<file path="src/rtl/board_mem_arbiter_pkg.sv">
// Shared definitions for the Othello board RAM arbiter: cell codes, read-return
// tags and board geometry.
package board_mem_arbiter_pkg;

  localparam int BOARD_N = 8;
  localparam int ADDR_W  = $clog2(BOARD_N * BOARD_N);
  localparam int CELL_W  = 2;

  localparam logic [CELL_W-1:0] CELL_EMPTY = 2'd0;
  localparam logic [CELL_W-1:0] CELL_BLACK = 2'd1;
  localparam logic [CELL_W-1:0] CELL_WHITE = 2'd2;
  localparam logic [CELL_W-1:0] CELL_HINT  = 2'd3;

  typedef enum logic [1:0] {
    TAG_NONE = 2'd0,
    TAG_VID  = 2'd1,
    TAG_GAME = 2'd2
  } tag_t;

  typedef enum logic {
    LOCK_OPEN   = 1'b0,
    LOCK_LOCKED = 1'b1
  } lock_state_t;

endpackage

</file>
<file path="src/rtl/board_mem_arbiter_wr_lock.sv">
// Write-lock FSM: closes the game write path while the visible lines are drawn
// and reopens it once vertical blanking is sampled.
module board_wr_lock
  import board_mem_arbiter_pkg::*;
#(
  parameter bit ENABLE = 1'b1
) (
  input  logic clk,
  input  logic rst_n,
  input  logic v_active,
  output logic wr_open
);

  lock_state_t state, state_nxt;

  always_ff @(posedge clk or negedge rst_n) begin
    if (!rst_n) state <= LOCK_OPEN;
    else        state <= state_nxt;
  end

  always_comb begin
    state_nxt = state;
    case (state)
      LOCK_OPEN:   if (ENABLE && v_active) state_nxt = LOCK_LOCKED;
      LOCK_LOCKED: if (!v_active)          state_nxt = LOCK_OPEN;
      default:     state_nxt = LOCK_OPEN;
    endcase
  end

  assign wr_open = (state == LOCK_OPEN);

endmodule

</file>
<file path="src/rtl/board_mem_arbiter.sv">
// Single-port board RAM arbiter: video reads take every slot they ask for with
// fixed latency; game ops use a one-deep buffer and fill the remaining slots.
module board_mem_arbiter
  import board_mem_arbiter_pkg::*;
#(
  parameter int ADDR_W            = board_mem_arbiter_pkg::ADDR_W,
  parameter int DATA_W            = board_mem_arbiter_pkg::CELL_W,
  parameter int WR_IN_VBLANK_ONLY = 1
) (
  input  logic              clk,
  input  logic              rst_n,
  input  logic              v_active,
  input  logic              vid_req,
  input  logic [ADDR_W-1:0] vid_addr,
  output logic              vid_rvalid,
  output logic [DATA_W-1:0] vid_rdata,
  input  logic              g_valid,
  output logic              g_ready,
  input  logic              g_we,
  input  logic [ADDR_W-1:0] g_addr,
  input  logic [DATA_W-1:0] g_wdata,
  output logic              g_rvalid,
  output logic [DATA_W-1:0] g_rdata,
  output logic              mem_en,
  output logic              mem_we,
  output logic [ADDR_W-1:0] mem_addr,
  output logic [DATA_W-1:0] mem_wdata,
  input  logic [DATA_W-1:0] mem_rdata
);

  logic              pend_valid;
  logic              pend_we;
  logic [ADDR_W-1:0] pend_addr;
  logic [DATA_W-1:0] pend_wdata;
  logic              wr_open;
  logic              issue_vid, issue_grd, issue_gwr;
  tag_t              tag_p0, tag_p1;

  board_wr_lock #(
    .ENABLE (WR_IN_VBLANK_ONLY != 0)
  ) u_wr_lock (
    .clk      (clk),
    .rst_n    (rst_n),
    .v_active (v_active),
    .wr_open  (wr_open)
  );

  // Only one op can win a slot; a pending write never shadows a pending read
  // because the buffer holds a single request.
  always_comb begin
    issue_vid = vid_req;
    issue_grd = !vid_req && pend_valid && !pend_we;
    issue_gwr = !vid_req && pend_valid && pend_we && wr_open;
  end

  assign g_ready = ~pend_valid;

  always_ff @(posedge clk or negedge rst_n) begin
    if (!rst_n) begin
      pend_valid <= 1'b0;
      pend_we    <= 1'b0;
      pend_addr  <= '0;
      pend_wdata <= '0;
    end else if (issue_grd || issue_gwr) begin
      pend_valid <= 1'b0;
    end else if (g_valid && g_ready) begin
      pend_valid <= 1'b1;
      pend_we    <= g_we;
      pend_addr  <= g_addr;
      pend_wdata <= g_wdata;
    end
  end

  // Stage p0: RAM command register plus the tag naming who gets the read data
  always_ff @(posedge clk or negedge rst_n) begin
    if (!rst_n) begin
      mem_en    <= 1'b0;
      mem_we    <= 1'b0;
      mem_addr  <= '0;
      mem_wdata <= '0;
      tag_p0    <= TAG_NONE;
    end else begin
      mem_en    <= issue_vid || issue_grd || issue_gwr;
      mem_we    <= issue_gwr;
      mem_addr  <= issue_vid ? vid_addr : pend_addr;
      mem_wdata <= pend_wdata;
      tag_p0    <= issue_vid ? TAG_VID : (issue_grd ? TAG_GAME : TAG_NONE);
    end
  end

  // Stage p1: tag aligned with mem_rdata coming back from the RAM
  always_ff @(posedge clk or negedge rst_n) begin
    if (!rst_n) tag_p1 <= TAG_NONE;
    else        tag_p1 <= tag_p0;
  end

  // Stage p2: route the returned cell to its requester
  always_ff @(posedge clk or negedge rst_n) begin
    if (!rst_n) begin
      vid_rvalid <= 1'b0;
      vid_rdata  <= '0;
      g_rvalid   <= 1'b0;
      g_rdata    <= '0;
    end else begin
      vid_rvalid <= (tag_p1 == TAG_VID);
      g_rvalid   <= (tag_p1 == TAG_GAME);
      if (tag_p1 == TAG_VID)  vid_rdata <= mem_rdata;
      if (tag_p1 == TAG_GAME) g_rdata   <= mem_rdata;
    end
  end

endmodule
</file>
<file path="config.mk">
export PLATFORM = sky130hd
export DESIGN_NAME = board_mem_arbiter
export DESIGN_NICKNAME = d
export VERILOG_FILES = /design/src/rtl/board_mem_arbiter_pkg.sv /design/src/rtl/board_mem_arbiter_wr_lock.sv /design/src/rtl/board_mem_arbiter.sv
export SDC_FILE = /design/constraint.sdc
export NUM_CORES = 1
export LEC_CHECK = 0
export CORE_UTILIZATION = 45
export CTS_BUF_LIST = sky130_fd_sc_hd__clkbuf_8 sky130_fd_sc_hd__clkbuf_16
export DETAILED_ROUTE_END_ITERATION = 10
export PLACE_DENSITY_LB_ADDON = 0.08
export SETUP_SLACK_MARGIN = 0.1
export SLEW_MARGIN = 25
export SYNTH_ARGS = -nofsm -noshare
export SYNTH_HDL_FRONTEND = slang
export SYNTH_SLANG_ARGS = --single-unit
</file>
<file path="constraint.sdc">
create_clock -name clk -period 1.7 [get_ports clk]
set_input_delay 0.34 -clock clk [delete_from_list [all_inputs] [get_ports clk]]
set_output_delay 0.34 -clock clk [all_outputs]
set_load 0.005 [all_outputs]
</file>
-- Word-level counts from Yosys, hierarchy flattened
Cells that the tools add are included.
- equality and inequality tests: 2
- multiplexer cells: 6
- bitwise operators: 3
- reductions and logical operators: 12
- operators by type and width (operator ; number):
    $mux W6 ; 1
    $logic_and A1 B1 Y1 ; 5
    $mux W2 ; 2
    $logic_or A1 B1 Y1 ; 3
    $mux W1 ; 3
    $not A1 Y1 ; 3
    $eq A2 B1 Y1 const B ; 1
    $eq A2 B2 Y1 const B ; 1
    $logic_not A1 Y1 ; 2
    $reduce_and A2 Y1 ; 1
    $reduce_bool A2 Y1 ; 1
- bits in registers: 31
- input bits: 22
- output and inout port bits: 17
- word-level logic and storage cells: 38

-- Longest topological paths before layout
Gate-level depths: netlist (run 1).
- depth in word-level cells: 7
- gate-level depth with buffers: 3
- mapped depth without buffers: 2

-- Hierarchy
Synthesis (run 1) repeated with hierarchy kept, for this count alone.
- cells, all modules: 65
- area total of the unflattened synthesis: 1112.3 µm²
- modules (own cells, without submodules) (module ; times used ; cells each ; area an instance (µm²) ; seq. area each (µm²)):
    board_mem_arbiter ; 1 ; 63 ; 1083.5 ; 750.7
    board_wr_lock ; 1 ; 2 ; 28.8 ; 25.0

-- Worst setup path after synthesis (run 1)
Ideal clock, no wire load.
- path type: register to register
- start: reg pend_valid
- end: reg pend_addr[0]
- setup time: 125 ps
- arrival time: 992 ps
- required time: 1575 ps
- slack: 583 ps
- cell stages (with the launch flop): 4
- buffers on the path: 1
- period minus slack after synthesis: 1117 ps
- cell sequence: dfrtp_1 > nor2b_1 > buf_6 > mux2_4
- longest elaborated chain between the ends: 6
- elaborated cells between the ends (all ways): 9
- those cells by class: bitwise (2); reduce/logical (7)
- RTL lines (element ; line ; source):
    start: declaration ; board_mem_arbiter.sv:31 ; logic pend_valid;
    start signal: assignment ; board_mem_arbiter.sv:60 ; pend_valid <= 1'b0;
    start signal: assignment ; board_mem_arbiter.sv:65 ; pend_valid <= 1'b0;
    start signal: assignment ; board_mem_arbiter.sv:67 ; pend_valid <= 1'b1;
    $logic_and A1 B1 Y1 ; board_mem_arbiter.sv:52, board_mem_arbiter.sv:53 ;
    $logic_and A1 B1 Y1 (2 in series) ; board_mem_arbiter.sv:53 ; issue_gwr = !vid_req && pend_valid && pend_we && wr_open;
    $logic_or A1 B1 Y1 ; board_mem_arbiter.sv:64 ; end else if (issue_grd || issue_gwr) begin
    $not A1 Y1 (no line) ; - ;
    $reduce_and A2 Y1 (no line) * ; - ;
    end signal: assignment ; board_mem_arbiter.sv:69 ; pend_addr <= g_addr;
    end: declaration ; board_mem_arbiter.sv:33 ; logic [ADDR_W-1:0] pend_addr;
Every way passes the cells marked *; elsewhere a longest branch is shown, timed or not.
A chain may end at the register's enable or synchronous reset.

-- Final worst setup path (run 1)
- start: reg vid_rdata[1]
- end: out vid_rdata[1]
- RTL lines (element ; line ; source):
    start: declaration ; board_mem_arbiter.sv:16 ; output logic [DATA_W-1:0] vid_rdata,
    start signal: assignment ; board_mem_arbiter.sv:107 ; if (tag_p1 == TAG_VID) vid_rdata <= mem_rdata;
No word-level cell between the ends.

==> results of run 1 <==
## final timing paths
check,start,end,depth (start not counted)
min in group asynchronous,rst_n,g_rdata[0]$_DFFE_PN0P_,2
max in group asynchronous,rst_n,u_wr_lock.state$_DFF_PN0_,2
setup reg to reg,pend_valid$_DFFE_PN0P_,pend_addr[4]$_DFFE_PN0P_,4
hold / removal,tag_p0[1]$_DFF_PN0_,tag_p1[1]$_DFF_PN0_,0
hold reg to reg,tag_p0[1]$_DFF_PN0_,tag_p1[1]$_DFF_PN0_,0
setup / recovery,vid_rdata[1]$_DFFE_PN0P_,vid_rdata[1],1
## cells by family (layout without fill, tap and decap cells)
logic type | after synthesis | in the layout
AO/OA/AOI/OAI | 3 | 3
buffers and inverters | 4 | 51
flip-flops | 31 | 31
multiplexers | 19 | 19
AND/OR/NAND/NOR | 7 | 7
## metal layers
layer	GRT usage, %	wire length [µm]	part of all wire [%]	vias up
met2	25.97	975	52	22
met5	0	0	0	-
li1	-	-	-	310
met1	20.98	773	41	316
met3	6.140	91	4.9	2
met4	9.459	25	1.3	0
## stage by stage
step	instance area (µm²)	total power, mW	hold WS, ns	std cells
final	1619	2.256	0.3438	139
after global routing	1619	2.392	0.3641	139
after CTS	1617	2.292	0.3481	139
after detailed placement	1536	1.786	0.3347	132
after global placement	1536	1.758	0.3319	132
after floorplan	1107	1.410	0.04441	64
## Yosys cell counts
library cell | number | area share [%]
mux2_2 | 10 | 10
buf_6 | 1 | 1.0
inv_1 | 2 | 0.68
nor3_1 | 1 | 0.45
nor4b_1 | 1 | 0.79
nor2b_1 | 1 | 0.57
a21oi_1 | 2 | 0.90
mux2_4 | 9 | 12
nor2_1 | 1 | 0.34
nand2_1 | 1 | 0.34
nor2b_2 | 1 | 0.79
a21o_1 | 1 | 0.68
nand2b_1 | 1 | 0.57
dfrtp_1 | 31 | 70
buf_2 | 1 | 0.45
## registers in the layout (all words and copies together), names as in the netlist
| signal | cells |
|---|---|
| pend_we | 1 |
| vid_rdata | 2 |
| pend_wdata | 2 |
| tag_p0 | 2 |
| pend_addr | 6 |
| g_rdata | 2 |
| g_rvalid | 1 |
| tag_p1 | 2 |
| u_wr_lock.state | 1 |
| vid_rvalid | 1 |
| mem_addr | 6 |
| mem_wdata | 2 |
| pend_valid | 1 |
| mem_we | 1 |
| mem_en | 1 |
## final cells by class
class | count | area, µm² | area share (%)
flip-flops and latches | 31 | 775.7 | 47.91
repair buffers | 43 | 420.4 | 25.97
multi-input cells | 29 | 307.8 | 19.01
clock buffers | 5 | 68.82 | 4.250
well taps | 28 | 35.03 | 2.164
inverters | 2 | 7.507 | 0.4637
clock inverters | 1 | 3.754 | 0.2318
## timing repair
action	in CTS	in global routing
endpoints found under the hold margin	0	0
endpoints found under the setup margin	1	1
buffers inserted	1	0
gates resized for setup	0	1
## report_power, final
group,internal (mW),switching [mW]
registers,0.983,0.114
logic,0.497,0.180
clock network,0.266,0.218
## cell usage in the layout, fill, tap and decap left out
| master | n |
|---|---|
| clkdlybuf4s50_1 | 37 |
| dfrtp_1 | 31 |
| mux2_2 | 10 |
| mux2_4 | 9 |
| clkbuf_8 | 5 |
| buf_4 | 5 |
| inv_1 | 3 |
| a21oi_1 | 2 |
| nor4b_1 | 1 |
| nand2_1 | 1 |
| a21o_1 | 1 |
| nor3_1 | 1 |
| nor2b_2 | 1 |
| nor2b_1 | 1 |
| nor2_1 | 1 |
| nand2b_1 | 1 |
| dlymetal6s2s_1 | 1 |
==> impl_results.md, run 1 <==
* Status: finished, final reports clean
* Placement row count at 17
* Post-Synth Adder-Cell Area at 0%
* Drt drc at 0
* Port Buffers at 38
* Layout Nets at 134
* Slew @ Worst Pin at 0.3835 ns
* Worst-case clock buffer depth at 2
* Unrepaired setup endpoints after global routing: no
* Initial Utilization at 48.65%
* DR WL/cell at 13.42 µm
* First-pass DRT Iterations at 2
* Area of the die at 2663 µm²
* IO Count at 39
* Later-pin clock latency in the skew report at 0.26 ns
* Power per cell area at 1393 nW/µm²
* Chip Height at 51.61 µm
* Final Hold Fails at 0
* Yosys synthesis warning count at 0
* Sink Count at 31
* Post-CTS Hold Fix Bufs at 0
* CP cell instances: clkdlybuf4s50_1
* Syn_area_per_cell at 17.30 µm²
* Gr ovfl total at 0
* Worst setup EP type: primary output
* Via density at 4.676
* Placer Congestion at 0.6805
* Crit share post-route at 86.39%
* Worst Path Max Fanout at 2
* Largest family of logic cells by synthesized area: multiplexers
* Worst slack, placed at 0.07091 ns
* GRT Total Usage at 17.05%
* Max-cap violations at 0
* Peak Freq at 0.6809 GHz
* Total wire length at 1865 µm
* Largest net degree at the start of global routing at 32
* Routed Antenna Nets at 0
* Peak supply drop at 0.0009587 V
* CTS buffer count at 5
* Post-synthesis mux area share at 22.37%
* Root buf cell: clkbuf_8
* XOR/XNOR share of the synthesized area at 0%
* Yosys reg bits at 31
* Synth Area in Simple Gates at 3.842%
* Vias in the first global route at 666
* Syn nets at 86
* Max incr delay on CP at 0.50 ns
* Synthesized netlist cell count at 64
* Final core occ at 71.14%
* WP buf/inv at 1
* Share of layout cells above drive strength 1 at 27.03%
* Compound-cell area share of the yosys netlist at 1.582%
* Initial antenna violation count at 0
* CP Launch Type: flop
* Worst-path clk slew at 0.06 ns
* Setup TNS at 0 ns
* Die X at 51.61 µm
* Netlist cell types at 15
* FILL cells at 154
* DRT iter0 DRCs at 7
* WS Path Type: reg2out
* Clock Skew at 0.003644 ns
* Diodes inserted at 0
* Syn-to-layout area delta at 46.21%
* Fin. max-slew vios at 0
* Fin crit period at 1.469 ns
* Worst hold-check path type: reg2reg
* CP arrival at 1.13 ns
* Worst rel slew slack at 74.43%
* Post-synthesis sequential area ratio at 70.06%
* Htree depth at 2
* CP max stage cell: clkdlybuf4s50_1
* CTS tree: yes
* LEAKAGE at 0.7316 nW
* Internal reg-to-reg setup slack at 0.40 ns
* Via count at 650
* Fin worst setup slack at 0.2314 ns
* First-pass GRT wire length at 3015 µm
* DP HPWL at 1330 µm
* CP delay by family, top: buffers and inverters
* Required time of the critical path at 1.36 ns
* Total core area at 2276 µm²
* Synthesized area at 1107 µm²
* Final setup viols at 0
(Power assumes the default switching activity.)
==> run 2: changes to the inputs <==
- CELL_PAD_IN_SITES_DETAIL_PLACEMENT: not set -> 1
- CELL_PAD_IN_SITES_GLOBAL_PLACEMENT: not set -> 2
- CORE_UTILIZATION: 45 -> 31
- SYNTH_HIERARCHICAL: not set -> 1
==> run 2 against run 1 <==
Critical path depth is the same. Combinational power grew 0.7%. Maximum frequency up 0.44%. Setup slack gained 0.0064 ns. Non-clock buffer count stayed put. Die area up 44%. Critical path type unchanged. Critical endpoint is now vid_rdata[0].
==> impl_results.md, run 2 <==
* Total power at 2.354 mW (was 2.256 mW)
* Initial Utilization at 32.82% (was 48.65%)
* Multi-input logic area at 309.0 µm² (was 307.8 µm²)
* First-pass GRT wire length at 3222 µm (was 3015 µm)
* First-pass DRT Iterations at 3 (was 2)
* WS Path Type: reg2out (unchanged)
* Chip Height at 61.90 µm (was 51.61 µm)
* CP cell instances: clkdlybuf4s50_1 (unchanged)
* IO Count at 39 (unchanged)
* Design Area, Final at 1662 µm² (was 1619 µm²)
* Worst Path Max Fanout at 2 (unchanged)
* Later-pin clock latency in the skew report at 0.28 ns (was 0.26 ns)
* Via density at 4.302 (was 4.676)
* Syn nets at 87 (was 86)
* Die X at 61.90 µm (was 51.61 µm)
* Max incr delay on CP at 0.50 ns (about the same)
* Worst setup EP type: primary output (unchanged)
* Largest family of logic cells by synthesized area: multiplexers (unchanged)
* Most common cell after layout, fill and taps aside: clkdlybuf4s50_1 (unchanged)
* Syn-to-layout area delta at 49.38% (was 46.21%)
* Unrepaired setup endpoints after global routing: no (unchanged)
* Post-Synth Adder-Cell Area at 0% (unchanged)
* Synthesized netlist cell count at 65 (was 64)
* Fin crit period at 1.462 ns (was 1.469 ns)
* WP buf/inv at 1 (unchanged)
* Final Non-Filler Cells at 159 (was 139)
* Htree depth at 2 (unchanged)
* DP HPWL at 1437 µm (was 1330 µm)
* Placer Congestion at 0.7329 (was 0.6805)
* Clock power share at 24.3% (was 21.4%)
* FILL cells at 338 (was 154)
* Gr ovfl total at 0 (unchanged)
* Diodes inserted at 0 (unchanged)
* Fin. max-slew vios at 0 (unchanged)
* Post-synth top cells: dfrtp_1 (31), mux2_2 (10), mux2_4 (9) (unchanged)
* Via count at 684 (was 650)
* Top-area cell type share of the netlist area at 69.74% (was 70.06%)
* CTS buffer count at 5 (unchanged)
* Worst rel slew slack at 74.74% (was 74.43%)
* Final setup viols at 0 (unchanged)
* Initial antenna violation count at 0 (unchanged)
* Top area cells in the synthesized netlist: dfrtp_1 (70%), mux2_4 (12%), mux2_2 (10%) (unchanged)
* EDFF count, synth at 0 (unchanged)
* Worst-case clock buffer depth at 2 (unchanged)
* Combinational fraction of design power at 29.0% (was 30.0%)
* Largest net degree at the start of global routing at 32 (unchanged)
* CP max stage cell: clkdlybuf4s50_1 (unchanged)
* Placement row count at 21 (was 17)
* Reg power frac at 46.8% (was 48.6%)
* DRT iter0 DRCs at 12 (was 7)
* CP arrival at 1.12 ns (was 1.13 ns)
* Switching power at 555.5 µW (was 511.0 µW)
* Synth async-reset ratio at 100.0% (unchanged)
* Sink Count at 31 (unchanged)
* Register Area at 775.7 µm² (unchanged)
* Most frequent cells in the layout: clkdlybuf4s50_1 (37), dfrtp_1 (31), mux2_2 (10), mux2_4 (9), clkbuf_8 (6) (was clkdlybuf4s50_1 (37), dfrtp_1 (31), mux2_2 (10), mux2_4 (9))
* Post-DP Area at 1556 µm² (was 1536 µm²)
* Most common cell in the synthesized netlist: dfrtp_1 (unchanged)
* Crit share post-route at 86.01% (was 86.39%)
* Peak Freq at 0.6839 GHz (was 0.6809 GHz)
* Worst hold-check path type: reg2reg (unchanged)
* Setup TNS at 0 ns (unchanged)
* Post-synthesis mux area share at 22.27% (was 22.37%)
* Final Hold Fails at 0 (unchanged)
* Compound-cell area share of the yosys netlist at 1.125% (was 1.582%)
* Routed Antenna Nets at 0 (unchanged)
* Required time of the critical path at 1.36 ns (about the same)
* Post-synthesis sequential area ratio at 69.74% (was 70.06%)
* Syn_area_per_cell at 17.11 µm² (was 17.30 µm²)
* Total placed cells including tap cells at 150 (was 132)
* LEAKAGE at 0.7475 nW (was 0.7316 nW)
* Peak supply drop at 0.0005826 V (was 0.0009587 V)
* Slew @ Worst Pin at 0.3789 ns (was 0.3835 ns)
* Synthesized area at 1112 µm² (was 1107 µm²)
* Netlist cell types at 14 (was 15)
* Post-CTS Hold Fix Bufs at 0 (unchanged)
* Power per cell area at 1417 nW/µm² (was 1393 nW/µm²)
* CP Launch Type: flop (unchanged)
* Yosys synthesis warning count at 6 (was 0)
* Worst-path clk slew at 0.06 ns (about the same)
* Port Buffers at 38 (unchanged)
* Synth Area in Simple Gates at 4.387% (was 3.842%)
* Net switching fraction of the power at 23.60% (was 22.65%)
* GRT Total Usage at 12.75% (was 17.05%)
* Share of layout cells above drive strength 1 at 28.32% (was 27.03%)
* Pint at 1.799 mW (was 1.745 mW)
* CTS tree: yes (unchanged)
* Ys flop type: dfrtp_1 (unchanged)
* Total wire length at 2073 µm (was 1865 µm)
* Drt drc at 0 (unchanged)
* Status: finished, final reports clean (unchanged)
* Total core area at 3390 µm² (was 2276 µm²)
* XOR/XNOR share of the synthesized area at 0% (unchanged)
* Vias in the first global route at 716 (was 666)
* Yosys reg bits at 31 (unchanged)
* Layout Nets at 135 (was 134)
* DR WL/cell at 13.04 µm (was 13.42 µm)
* Cell accounting for the most synthesized area: dfrtp_1 (unchanged)
* Root buf cell: clkbuf_8 (unchanged)
* Max-cap violations at 0 (unchanged)
* Area of the die at 3832 µm² (was 2663 µm²)
* Top Registers: mem_addr: 6 flops, pend_addr: 6 flops (unchanged)
* Clock Skew at 0.004219 ns (was 0.003644 ns)
* CP delay by family, top: buffers and inverters (unchanged)
run 2: stage by stage:
| step | setup WS (ns) | util, % | hold slack, ns |
|---|---|---|---|
| finish | 0.2379 | 49.02 | 0.3411 |
| global route | 0.1823 | 49.02 | 0.3618 |
| CTS | 0.1207 | 48.73 | 0.3449 |
| detailed placement | 0.08433 | 45.92 | 0.3358 |
| global placement | 0.1125 | 45.92 | 0.3334 |
| floorplan | 0.5880 | - | 0.04441 |
run 2: final cells by class:
cell class / instances / share of cell area (%)
Sequential cell: 31 / 46.69
Timing Repair Buffer: 43 / 25.30
Tap cell: 46 / 3.464
Clock buffer: 6 / 4.970
Inverter: 3 / 0.6777
Clock inverter: 1 / 0.3012
Multi-Input combinational cell: 29 / 18.60
run 2: repair_timing:
item,4_1_cts,5_1_grt
gates resized for setup,0,1
setup endpoints to repair,1,1
buffers inserted,1,1
run 2: power groups by stage:
| stage | combinational (mW) | sequential, mW | clock, mW |
|---|---|---|---|
| floorplan | 0.308 | 1.10 | 0 |
| global route | 0.741 | 1.13 | 0.615 |
| global placement | 0.651 | 1.11 | 0 |
| detailed placement | 0.669 | 1.12 | 0 |
| finish | 0.682 | 1.10 | 0.571 |
| CTS | 0.688 | 1.10 | 0.592 |
run 2: kinds of logic after synthesis:
logic type / count (synthesis)
mux: 19
buf+inv: 5
simple gates: 8
compound gates: 2
flops: 31
run 2: per-layer routing:
layer | share of wire, % | global-route usage [%] | routed length, µm
met3 | 8.6 | 6.625 | 179
met4 | 1.7 | 5.714 | 36
met1 | 40 | 13.65 | 826
met5 | 0 | 0 | 0
met2 | 50 | 21.04 | 1030
run 2: worst paths after layout:
| path | endpoint | startpoint | slack (ns) | depth (start not counted) |
|---|---|---|---|---|
| worst min register to register | tag_p1[0]$_DFF_PN0_ | tag_p0[0]$_DFF_PN0_ | 0.34 | 0 |
| worst min-delay path | tag_p1[0]$_DFF_PN0_ | tag_p0[0]$_DFF_PN0_ | 0.34 | 0 |
| worst max register to register | pend_wdata[1]$_DFFE_PN0P_ | pend_valid$_DFFE_PN0P_ | 0.30 | 5 |
| worst max-delay path | vid_rdata[0] | vid_rdata[0]$_DFFE_PN0P_ | 0.24 | 1 |
| min in group asynchronous | vid_rvalid$_DFF_PN0_ | rst_n | 0.45 | 2 |
| max in group asynchronous | u_wr_lock/state$_DFF_PN0_ | rst_n | 0.97 | 2 |
==> run 3: changes to the inputs <==
--- a/constraint.sdc
+++ b/constraint.sdc
@@ -3,2 +3,2 @@
 set_output_delay 0.34 -clock clk [all_outputs]
-set_load 0.005 [all_outputs]
+set_load 0.02 [all_outputs]
==> run 3 against run 2 <==
Utilization is 0.26 points lower. Critical path depth did not move. Wire length is 1.0% lower. Cell count decreased by 1.3%. Sequential power barely moved.
==> impl_results.md, run 3 (synthesized netlist as in run 2, its figures left out) <==
* WS Path Type: reg2out (unchanged)
* Total core area at 3390 µm² (unchanged)
* WP buf/inv at 1 (unchanged)
* Share of layout cells above drive strength 1 at 27.03% (was 28.32%)
* Initial antenna violation count at 0 (unchanged)
* Unrepaired setup endpoints after global routing: no (unchanged)
* Post-DP Area at 1556 µm² (unchanged)
* Initial Utilization at 32.82% (unchanged)
* Peak supply drop at 0.0006055 V (was 0.0005826 V)
* Placer Congestion at 0.7329 (unchanged)
* Worst setup EP type: primary output (unchanged)
* Root buf cell: clkbuf_8 (unchanged)
* Later-pin clock latency in the skew report at 0.28 ns (about the same)
* Final Hold Fails at 0 (unchanged)
* Power per cell area at 1493 nW/µm² (was 1417 nW/µm²)
* Max incr delay on CP at 0.60 ns (was 0.50 ns)
* Clock Skew at 0.004821 ns (was 0.004219 ns)
* Total placed cells including tap cells at 150 (unchanged)
* Worst-path clk slew at 0.06 ns (about the same)
* Drt drc at 0 (unchanged)
* Setup TNS at 0 ns (unchanged)
* GRT Total Usage at 12.67% (was 12.75%)
* First-pass DRT Iterations at 4 (was 3)
* CTS buffer count at 5 (unchanged)
* Area of the die at 3832 µm² (unchanged)
* Fin crit period at 1.556 ns (was 1.462 ns)
* LEAKAGE at 0.7621 nW (was 0.7475 nW)
* CP Launch Type: flop (unchanged)
* Final Non-Filler Cells at 157 (was 159)
* Syn-to-layout area delta at 48.59% (was 49.38%)
* Largest net degree at the start of global routing at 32 (unchanged)
* Most frequent cells in the layout: clkdlybuf4s50_1 (33), dfrtp_1 (31), mux2_2 (10), mux2_4 (9), clkbuf_8 (6) (was clkdlybuf4s50_1 (37), dfrtp_1 (31), mux2_2 (10), mux2_4 (9), clkbuf_8 (6))
* Top Registers: mem_addr: 6 flops, pend_addr: 6 flops (unchanged)
* Via count at 677 (was 684)
* Gr ovfl total at 0 (unchanged)
* Vias in the first global route at 711 (was 716)
* DR WL/cell at 13.07 µm (was 13.04 µm)
* Final core occ at 48.76% (was 49.02%)
* CP arrival at 1.22 ns (was 1.12 ns)
* Required time of the critical path at 1.36 ns (about the same)
* Htree depth at 2 (unchanged)
* Status: finished, final reports clean (unchanged)
* Placement row count at 21 (unchanged)
* CP cell instances: clkdlybuf4s50_1 (unchanged)
* IO Count at 39 (unchanged)
* Crit share post-route at 91.50% (was 86.01%)
* Chip Height at 61.90 µm (unchanged)
* Layout Nets at 133 (was 135)
* Port Buffers at 38 (unchanged)
* Worst rel slew slack at 74.58% (was 74.74%)
* Worst hold-check path type: reg2reg (unchanged)
* Fin. max-slew vios at 0 (unchanged)
* Peak Freq at 0.6429 GHz (was 0.6839 GHz)
* First-pass GRT wire length at 3194 µm (was 3222 µm)
* DRT iter0 DRCs at 10 (was 12)
* Via density at 4.312 (was 4.302)
* CP max stage cell: clkdlybuf4s50_1 (unchanged)
* Min Hold Slack at 0.3403 ns (was 0.3411 ns)
* Worst Path Max Fanout at 2 (unchanged)
* Max-cap violations at 0 (unchanged)
* CP delay by family, top: buffers and inverters (unchanged)
* Most common cell after layout, fill and taps aside: clkdlybuf4s50_1 (unchanged)
* Final setup viols at 0 (unchanged)
* Routed Antenna Nets at 0 (unchanged)
* Sink Count at 31 (unchanged)
* FILL cells at 334 (was 338)
* DP HPWL at 1437 µm (unchanged)
* Design Area, Final at 1653 µm² (was 1662 µm²)
* CTS tree: yes (unchanged)
* Diodes inserted at 0 (unchanged)
* Post-CTS Hold Fix Bufs at 0 (unchanged)
* Slew @ Worst Pin at 0.3813 ns (was 0.3789 ns)
* Total wire length at 2052 µm (was 2073 µm)
* Die X at 61.90 µm (unchanged)
* Worst-case clock buffer depth at 2 (unchanged)
==> run 3: cell types whose count changed in the layout (fill, tap and decap cells not counted) <==
cell,change
buf_4,-2
clkdlybuf4s50_1,-4
dlymetal6s2s_1,+3
dlygate4sd2_1,+1
==> run 3: layout make-up <==
type                            instances  area (µm²)  area share (%)
Inverter                                3       11.26          0.6813
Multi-Input combinational cell         29       309.0           18.70
Sequential cell                        31       775.7           46.93
Tap cell                               46       57.56           3.482
Timing Repair Buffer                   41       411.6           24.91
Clock inverter                          1       5.005          0.3028
Clock buffer                            6       82.58           4.996
==> run 3: metal layers <==
layer  vias up  GRT usage, %  wire (µm)
li1        308             -          -
met1       338         13.65        818
met2        26         20.74       1015
met3         5         6.625        182
met4         0         5.714         36
met5         -             0          0
==> run 3: power breakdown <==
part,total [mW],switching (mW),internal [mW],leakage (nW)
clock network,0.570,0.253,0.317,0.0470
registers,1.10,0.122,0.982,0.368
logic,0.795,0.319,0.476,0.347
total,2.47,0.693,1.77,0.762
==> run 3: through the flow <==
| stage | worst slack, ns | total power [mW] |
|---|---|---|
| after CTS | 0.1185 | 2.515 |
| after global placement | 0.1125 | 1.906 |
| final | 0.1445 | 2.468 |
| after global routing | 0.1008 | 2.596 |
| after floorplan | 0.5880 | 1.552 |
| after detailed placement | 0.08433 | 1.936 |
==> run 3: timing repair <==
| action | CTS | global route |
|---|---|---|
| gates resized for setup | 1 | 4 |
| cloned | 0 | 0 |
| hold endpoints to repair | 0 | 0 |
| buffers inserted | 0 | 0 |
| setup endpoints to repair | 1 | 4 |
==> run 3: worst paths after layout <==
| kind | slack, ns | cells after the start | startpoint | endpoint |
|---|---|---|---|---|
| worst max-delay path | 0.14 | 1 | g_rdata[1]$_DFFE_PN0P_ | g_rdata[1] |
| worst min-delay path | 0.34 | 0 | tag_p0[0]$_DFF_PN0_ | tag_p1[0]$_DFF_PN0_ |
| worst max register to register | 0.52 | 3 | pend_valid$_DFFE_PN0P_ | pend_wdata[1]$_DFFE_PN0P_ |
| worst min register to register | 0.34 | 0 | tag_p0[0]$_DFF_PN0_ | tag_p1[0]$_DFF_PN0_ |
| max in group asynchronous | 0.96 | 2 | rst_n | u_wr_lock/state$_DFF_PN0_ |
| min in group asynchronous | 0.46 | 2 | rst_n | vid_rvalid$_DFF_PN0_ |
==> run 3: worst register-to-register path, stage by stage, from the launching register on <==
cell	delay, ns
dfrtp_1	0.42
nor2b_1	0.12
buf_4	0.22
mux2_4	0.32
